$ cat src/rtl/mul_32_32_64.sv
// rtl/mul_32_32_64.sv - 32x32->64 sequential shift-add multiplier, signed or unsigned.
module mul_32_32_64 (
  input  logic        clk,
  input  logic        rst_n,
  input  logic        start,
  input  logic        sign,
  input  logic [31:0] a,
  input  logic [31:0] b,
  output logic        busy,
  output logic        done,
  output logic [63:0] prod
);

  typedef enum logic [1:0] {
    IDLE = 2'd0,
    CALC = 2'd1,
    FIX  = 2'd2
  } state_t;

  state_t      state_q, state_d;
  logic [4:0]  cnt_q, cnt_d;
  logic [31:0] a_mag_q, a_mag_d;
  logic [31:0] hi_q, hi_d;
  logic [31:0] lo_q, lo_d;
  logic        neg_q, neg_d;
  logic [63:0] prod_q, prod_d;
  logic        done_q, done_d;

  logic [31:0] a_mag_in;
  logic [31:0] b_mag_in;
  logic [32:0] sum;
  logic [63:0] acc;

  // 0x80000000 negates to itself, which read unsigned is exactly 2^31.
  always_comb begin
    a_mag_in = (sign && a[31]) ? (~a + 32'd1) : a;
    b_mag_in = (sign && b[31]) ? (~b + 32'd1) : b;
    sum      = {1'b0, hi_q} + {1'b0, (lo_q[0] ? a_mag_q : 32'd0)};
    acc      = {hi_q, lo_q};
  end

  always_comb begin
    state_d = state_q;
    cnt_d   = cnt_q;
    a_mag_d = a_mag_q;
    hi_d    = hi_q;
    lo_d    = lo_q;
    neg_d   = neg_q;
    prod_d  = prod_q;
    done_d  = 1'b0;
    case (state_q)
      IDLE: begin
        if (start) begin
          a_mag_d = a_mag_in;
          hi_d    = 32'd0;
          lo_d    = b_mag_in;
          neg_d   = sign & (a[31] ^ b[31]);
          cnt_d   = 5'd0;
          state_d = CALC;
        end
      end
      CALC: begin
        // Add-then-shift: carry enters hi[31], sum LSB moves into lo[31].
        hi_d  = sum[32:1];
        lo_d  = {sum[0], lo_q[31:1]};
        cnt_d = cnt_q + 5'd1;
        if (cnt_q == 5'd31) begin
          state_d = FIX;
        end
      end
      FIX: begin
        prod_d  = neg_q ? (~acc + 64'd1) : acc;
        done_d  = 1'b1;
        state_d = IDLE;
      end
      default: begin
        state_d = IDLE;
      end
    endcase
  end

  always_ff @(posedge clk or negedge rst_n) begin
    if (!rst_n) begin
      state_q <= IDLE;
      cnt_q   <= 5'd0;
      a_mag_q <= 32'd0;
      hi_q    <= 32'd0;
      lo_q    <= 32'd0;
      neg_q   <= 1'b0;
      prod_q  <= 64'd0;
      done_q  <= 1'b0;
    end else begin
      state_q <= state_d;
      cnt_q   <= cnt_d;
      a_mag_q <= a_mag_d;
      hi_q    <= hi_d;
      lo_q    <= lo_d;
      neg_q   <= neg_d;
      prod_q  <= prod_d;
      done_q  <= done_d;
    end
  end

  assign busy = (state_q == CALC) || (state_q == FIX);
  assign done = done_q;
  assign prod = prod_q;

endmodule
$ cat config.mk
export PLATFORM = sky130hd
export DESIGN_NAME = mul_32_32_64
export DESIGN_NICKNAME = d
export VERILOG_FILES = /design/src/rtl/mul_32_32_64.sv
export SDC_FILE = /design/constraint.sdc
export NUM_CORES = 1
export LEC_CHECK = 0
export CAP_MARGIN = 20
export CORE_ASPECT_RATIO = 2
export CORE_MARGIN = 1
export CORE_UTILIZATION = 39
export CTS_CLUSTER_DIAMETER = 30
export DETAILED_ROUTE_END_ITERATION = 12
export PLACE_DENSITY_LB_ADDON = 0.1
export SYNTH_ARGS = -nofsm -noshare
export SYNTH_HDL_FRONTEND = slang
export SYNTH_SLANG_ARGS = --single-unit
export TNS_END_PERCENT = 10
$ cat constraint.sdc
create_clock -name clk -period 2.81 [get_ports clk]
set_input_delay 0.843 -clock clk [delete_from_list [all_inputs] [get_ports clk]]
set_output_delay 0.843 -clock clk [all_outputs]
set_load 0.05 [all_outputs]
[Yosys cells after proc, flatten, opt, wreduce, memory -nomap -nowiden]
Index checks and enable logic that the tools add are counted.
Cells by class
  reduce and logical (&&, ||, !) cells: 8
  bitwise gates (word level): 5
  multiplexer cells: 14
  $add $sub $neg: 5
  eq/ne operators: 5
Operator list (number)
  $mux 32: 5
  $pmux 32 s2: 2
  $add 32x1->32 const B: 2
  $add 64x1->64 const B: 1
  $mux 64: 1
  $not 32->32: 2
  $not 64->64: 1
  $add 32x32->33: 1
  $pmux 5 s2: 1
  $reduce_and 2->1: 3
  $add 5x1->5 const B: 1
  $eq 5x5->1 const B: 1
  $mux 5: 1
  $mux 2: 2
  $ne 2x2->1 const B: 2
  $pmux 2 s2: 1
  $eq 2x1->1 const B: 1
  $eq 2x2->1 const B: 1
  $logic_and 1x1->1: 2
  $logic_not 2->1: 1
  $reduce_bool 2->1: 1
  $and 1x1->1: 1
  $logic_or 1x1->1: 1
  $mux 1: 1
  $xor 1x1->1: 1
Word-level totals
  input bits: 68
  register bits: 169
  output and inout port bits: 66
  word-level logic and storage cells: 45

[Depth between registers and ports, before layout]
  depth in word-level cells: 5
  gate-level depth with buffers: 13
  gate-level depth less buffers: 12

[Worst setup path after synthesis]
OpenSTA, ideal clock, no wires.
  kind: reg-to-reg
  from: register lo_q[0]
  to: register hi_q[31]
  cell stages (with the launch flop): 13
  arrival time: 2.888 ns
  path slack: -0.165 ns
  library setup time: 0.087 ns
  path buffers: 2
  data required time: 2.723 ns
  clock period less this slack: 2.975 ns
  cell sequence: dfrtp_1 clkbuf_1 clkbuf_1 nand2_1 fa_1 nor2b_1 o2111ai_1 a21bo_2 a2111o_1 a21o_1 o21ai_0 nand4_1 a22oi_1
On the way
  longest elaborated chain between the ends: 3
RTL lines
  start: declaration: line 24  | logic [31:0] lo_q, lo_d;
  start signal: assignment: line 97  | lo_q <= lo_d;
  $mux 32: line 38  | sum = {1'b0, hi_q} + {1'b0, (lo_q[0] ? a_mag_q : 32'd0)};
  $add 32x32->33: line 38
  $pmux 32 s2: line 51  | case (state_q)
  end signal: assignment: line 96  | hi_q <= hi_d;
  end: declaration: line 23  | logic [31:0] hi_q, hi_d;
No other way between the ends.
A chain may end at the register's enable or synchronous reset.

[Worst setup path in the final report]
Ends and elaborated chain as after synthesis.

==> out/metrics.cfg <==
[floorplan]
core.rowCount = 86
floorplan_die_area_um2 = 28900
die_height_um = 240
die_x_um = 121
io_pins = 134
floorplan.initialDensity_pct = 39.8
design.core.area_um2 = 27700

[global_routing]
first_global_vias = 10770
overflow = 0
antenna_violations_before_repair = 0
global_route.usage.total_pct = 24.2
grt_start_max_net_pins = 58
first_pass_grt_wire_length_um = 53800

[cts]
worst_setup_hold_path_clk_slew_ps = 70
cts.sinks = 169
root_buffer = sky130_fd_sc_hd__clkbuf_16
count_of_hold_buffers_inserted_by_post_cts_repair = 0
clkLatencyLatePin_ps = 440
cts-root-to-sink-buffers = 2
ctsHtreeMaxLevel = 4
tritoncts = done
clock_buffer_count_from_cts = 17

[logic_synthesis]
async_flop_share_pct = 100
post_synth_and_or_nand_nor_area_fraction_pct = 19.6
mappedNetlistArea_um2 = 11000
post_synth_top_flop = sky130_fd_sc_hd__dfrtp_1
synth_xor_area_share_pct = 11.5
synth_fp_nets = 1407
synth_area_per_cell_um2 = 8.48
synth_top_family_by_area = compound AO/OA/AOI/OAI gates
synth.mux.area_fraction_pct = 0.943
synth_cell_types = 74
postSynthCellCount = 1298
synth_enable_flop_cells = 0
postSynthRegisterBits = 169
ys_seq_area_share_pct = 38.4
synth_adder_area_share_pct = 4.73
synth-warning-count = 0
synth-compound-area-share_pct = 21.6

[setup_path]
worstSetupStartpointType = register
timing.setup.critical_path_class = reg2reg
timing.critical_path.arrival_ps = 3350
worst-endpoint-required_ps = 3180
endpoint_kind = register
critical_path_peak_fanout = 7

[sta]
skew_ps = 9.73
hold_ws_ps = 309
max_slew.worst_pin.slew_ps = 646
fin_crit_ps = 2980
grt_setup_unrepaired = true
timing.final.max_slew_violations = 0
max_clock_freq_ghz = 0.335
fin_ws_ps = -174
timing.final.hold_violations = 0
timing.slew.headroom_pct = 56.8
totalNegativeSetupSlack_ps = -696
setup-violations-final = 10
layout_worst_path_cycle_share_pct = 106

[run_status]
violations_in_the_final_reports = setup timing
status = complete, but fails checks

[power_and_ir_drop]
vdd_ir_drop_max_mv = 0.649
cellPowerDensity_nw_per_um2 = 869
leakagePower_uw = 0.00684

[route]
detail_route.vias_per_cell = 5.36
firstDrtPassIters = 5
dr.first_iter.drc_count = 534
drt_drc_violations_left = 0
ant_nets = 0
route.detailed.wl_per_inst_um = 17.2
via_count = 10627
drt-total-wl_um = 34000

[placed_design]
placement.io_buffers = 133
globalplace.congestion = 0.903
post-dp-hpwl_um = 26600

[final_layout]
num-nets-final = 1731
area.growth.synth_to_final_pct = 40.8
antennaDiodeCount = 0
nFillCells = 2512
share_of_post_route_cells_with_drive_strength_above_1_pct = 23.1

[job]
max_cap_viol_count = 0

[hold_path]
min_path_type = in2async

## final cells by class
| type | count | area (µm²) | area share [%] |
|---|---|---|---|
| repair buffers | 375 | 3240 | 20.9 |
| inverters | 23 | 86.3 | 0.557 |
| multi-input cells | 1036 | 6920 | 44.6 |
| well taps | 352 | 440 | 2.84 |
| flip-flops and latches | 169 | 4230 | 27.3 |
| clock inverters | 8 | 123 | 0.791 |
| clock buffers | 20 | 467 | 3.01 |
## kinds of logic after synthesis
family                     after synthesis
DFF                                    169
and+or+nand+nor                        441
muxes                                   10
buffers and inverters                   93
AOI/OAI and AO/OA                      399
adders and majority gates               41
xor gates and xnor gates               145
## placed cells by master, fill, tap and decap left out, drive strengths merged, types with 22 or more instances in the layout
| cell type | synthesis | routed |
|---|---|---|
| xor2 | 99 | 99 |
| inv | 23 | 23 |
| clkbuf | 64 | 24 |
| nor2 | 144 | 144 |
| ha | 40 | 40 |
| clkdlybuf4s50 | 0 | 121 |
| xnor2 | 46 | 46 |
| nand3 | 22 | 22 |
| o21ai | 135 | 135 |
| nand2 | 135 | 135 |
| buf | 6 | 244 |
| and2 | 37 | 37 |
| o31ai | 27 | 27 |
| dfrtp | 169 | 169 |
| a21oi | 147 | 147 |
## metal layers
metal  up-vias  track usage (%)  part of all wire (%)
li1       5228                -                     -
met1      5099             24.4                    37
met2       232             47.5                    57
met3        68             2.69                   2.3
met4         0             12.6                   3.8
met5         -                0                     0
## worst max-delay path: stages, from the launching register on
cell and delay [ps]:
sky130_fd_sc_hd__dfrtp_1 370, sky130_fd_sc_hd__buf_12 130, sky130_fd_sc_hd__and2_4 140, sky130_fd_sc_hd__ha_4 120, sky130_fd_sc_hd__inv_2 30, sky130_fd_sc_hd__fa_2 360
sky130_fd_sc_hd__nor2b_4 150, sky130_fd_sc_hd__o2111ai_4 120, sky130_fd_sc_hd__a21bo_4 260, sky130_fd_sc_hd__a2111o_1 410, sky130_fd_sc_hd__a21o_1 230, sky130_fd_sc_hd__o21ai_2 170
sky130_fd_sc_hd__buf_6 120, sky130_fd_sc_hd__nand4_1 110, sky130_fd_sc_hd__a22oi_2 170
## flip-flops by register name (all words and copies together) (netlist names)
| name | flops |
|---|---|
| hi_q | 32 |
| done | 1 |
| neg_q | 1 |
| state_q | 2 |
| lo_q | 32 |
| a_mag_q | 32 |
| cnt_q | 5 |
| prod | 64 |
## cell usage after synthesis (3+ instances only)
library cell | n | area (µm²)
sky130_fd_sc_hd__a21o_1 | 14 | 105
sky130_fd_sc_hd__a21oi_1 | 147 | 736
sky130_fd_sc_hd__a221o_1 | 4 | 40.0
sky130_fd_sc_hd__a22o_1 | 6 | 52.6
sky130_fd_sc_hd__a31oi_1 | 10 | 62.6
sky130_fd_sc_hd__a32o_1 | 3 | 30.0
sky130_fd_sc_hd__and2_1 | 37 | 231
sky130_fd_sc_hd__and3_1 | 10 | 62.6
sky130_fd_sc_hd__buf_1 | 5 | 18.8
sky130_fd_sc_hd__clkbuf_1 | 64 | 240
sky130_fd_sc_hd__dfrtp_1 | 169 | 4230
sky130_fd_sc_hd__ha_1 | 40 | 500
sky130_fd_sc_hd__inv_1 | 23 | 86.3
sky130_fd_sc_hd__mux2_2 | 3 | 33.8
sky130_fd_sc_hd__mux2i_1 | 7 | 70.1
sky130_fd_sc_hd__nand2_1 | 134 | 503
sky130_fd_sc_hd__nand2b_1 | 9 | 56.3
sky130_fd_sc_hd__nand3_1 | 22 | 110
sky130_fd_sc_hd__nand3b_1 | 5 | 37.5
sky130_fd_sc_hd__nand4_1 | 5 | 31.3
sky130_fd_sc_hd__nor2_1 | 143 | 537
sky130_fd_sc_hd__nor2b_1 | 7 | 43.8
sky130_fd_sc_hd__nor3_1 | 15 | 75.1
sky130_fd_sc_hd__nor4_1 | 7 | 43.8
sky130_fd_sc_hd__o21a_1 | 5 | 37.5
sky130_fd_sc_hd__o21ai_0 | 131 | 656
sky130_fd_sc_hd__o21ai_1 | 3 | 15.0
sky130_fd_sc_hd__o21bai_1 | 4 | 30.0
sky130_fd_sc_hd__o22ai_1 | 8 | 50.1
sky130_fd_sc_hd__o31ai_1 | 25 | 188
sky130_fd_sc_hd__o41ai_1 | 12 | 105
sky130_fd_sc_hd__o41ai_2 | 3 | 48.8
sky130_fd_sc_hd__or2_2 | 3 | 18.8
sky130_fd_sc_hd__or3_1 | 10 | 62.6
sky130_fd_sc_hd__or3_4 | 5 | 56.3
sky130_fd_sc_hd__or4_1 | 10 | 75.1
sky130_fd_sc_hd__or4_4 | 3 | 33.8
sky130_fd_sc_hd__xnor2_1 | 46 | 403
sky130_fd_sc_hd__xor2_1 | 99 | 867
## what timing repair did
action | in CTS | in global routing
resized for setup | 52 | 55
pin swaps | 13 | 22
endpoints found under the setup margin | 37 | 61
buffers inserted | 2 | 4
hold endpoints to repair | 0 | 0
## report_power, final
part / internal [µW] / leakage (µW) / switching, µW
clock network: 1440 / 0.000282 / 989
logic: 3320 / 0.00434 / 3930
registers: 3110 / 0.00222 / 674
total: 7880 / 0.00684 / 5600
## stage by stage
stage	power, µW	worst slack [ps]	util [%]	instances	area (µm²)
CTS	13400	-178	55.2	1979	15300
floorplan	7770	-38.1	-	1298	11000
detailed placement	10700	-691	52.1	1949	14400
finish	13500	-174	56.1	1983	15500
global route	14400	-303	56.1	1983	15500
global placement	10600	-644	52.1	1949	14400
## path summary, 6_finish.rpt
| kind | start | end | depth (start not counted) | slack (ps) |
|---|---|---|---|---|
| worst max-delay path | lo_q[0]$_DFFE_PN0P_ | hi_q[31]$_DFFE_PN0P_ | 14 | -170 |
| worst min-delay path | rst_n | hi_q[6]$_DFFE_PN0P_ | 1 | 310 |
| worst max register to register | lo_q[0]$_DFFE_PN0P_ | hi_q[31]$_DFFE_PN0P_ | 14 | -170 |
| worst min register to register | a_mag_q[11]$_DFFE_PN0P_ | a_mag_q[11]$_DFFE_PN0P_ | 2 | 470 |
| max in group asynchronous | rst_n | a_mag_q[29]$_DFFE_PN0P_ | 2 | 1840 |
| min in group clk | a_mag_q[11]$_DFFE_PN0P_ | a_mag_q[11]$_DFFE_PN0P_ | 2 | 470 |
Note: power is estimated with default switching activity, not from simulation.
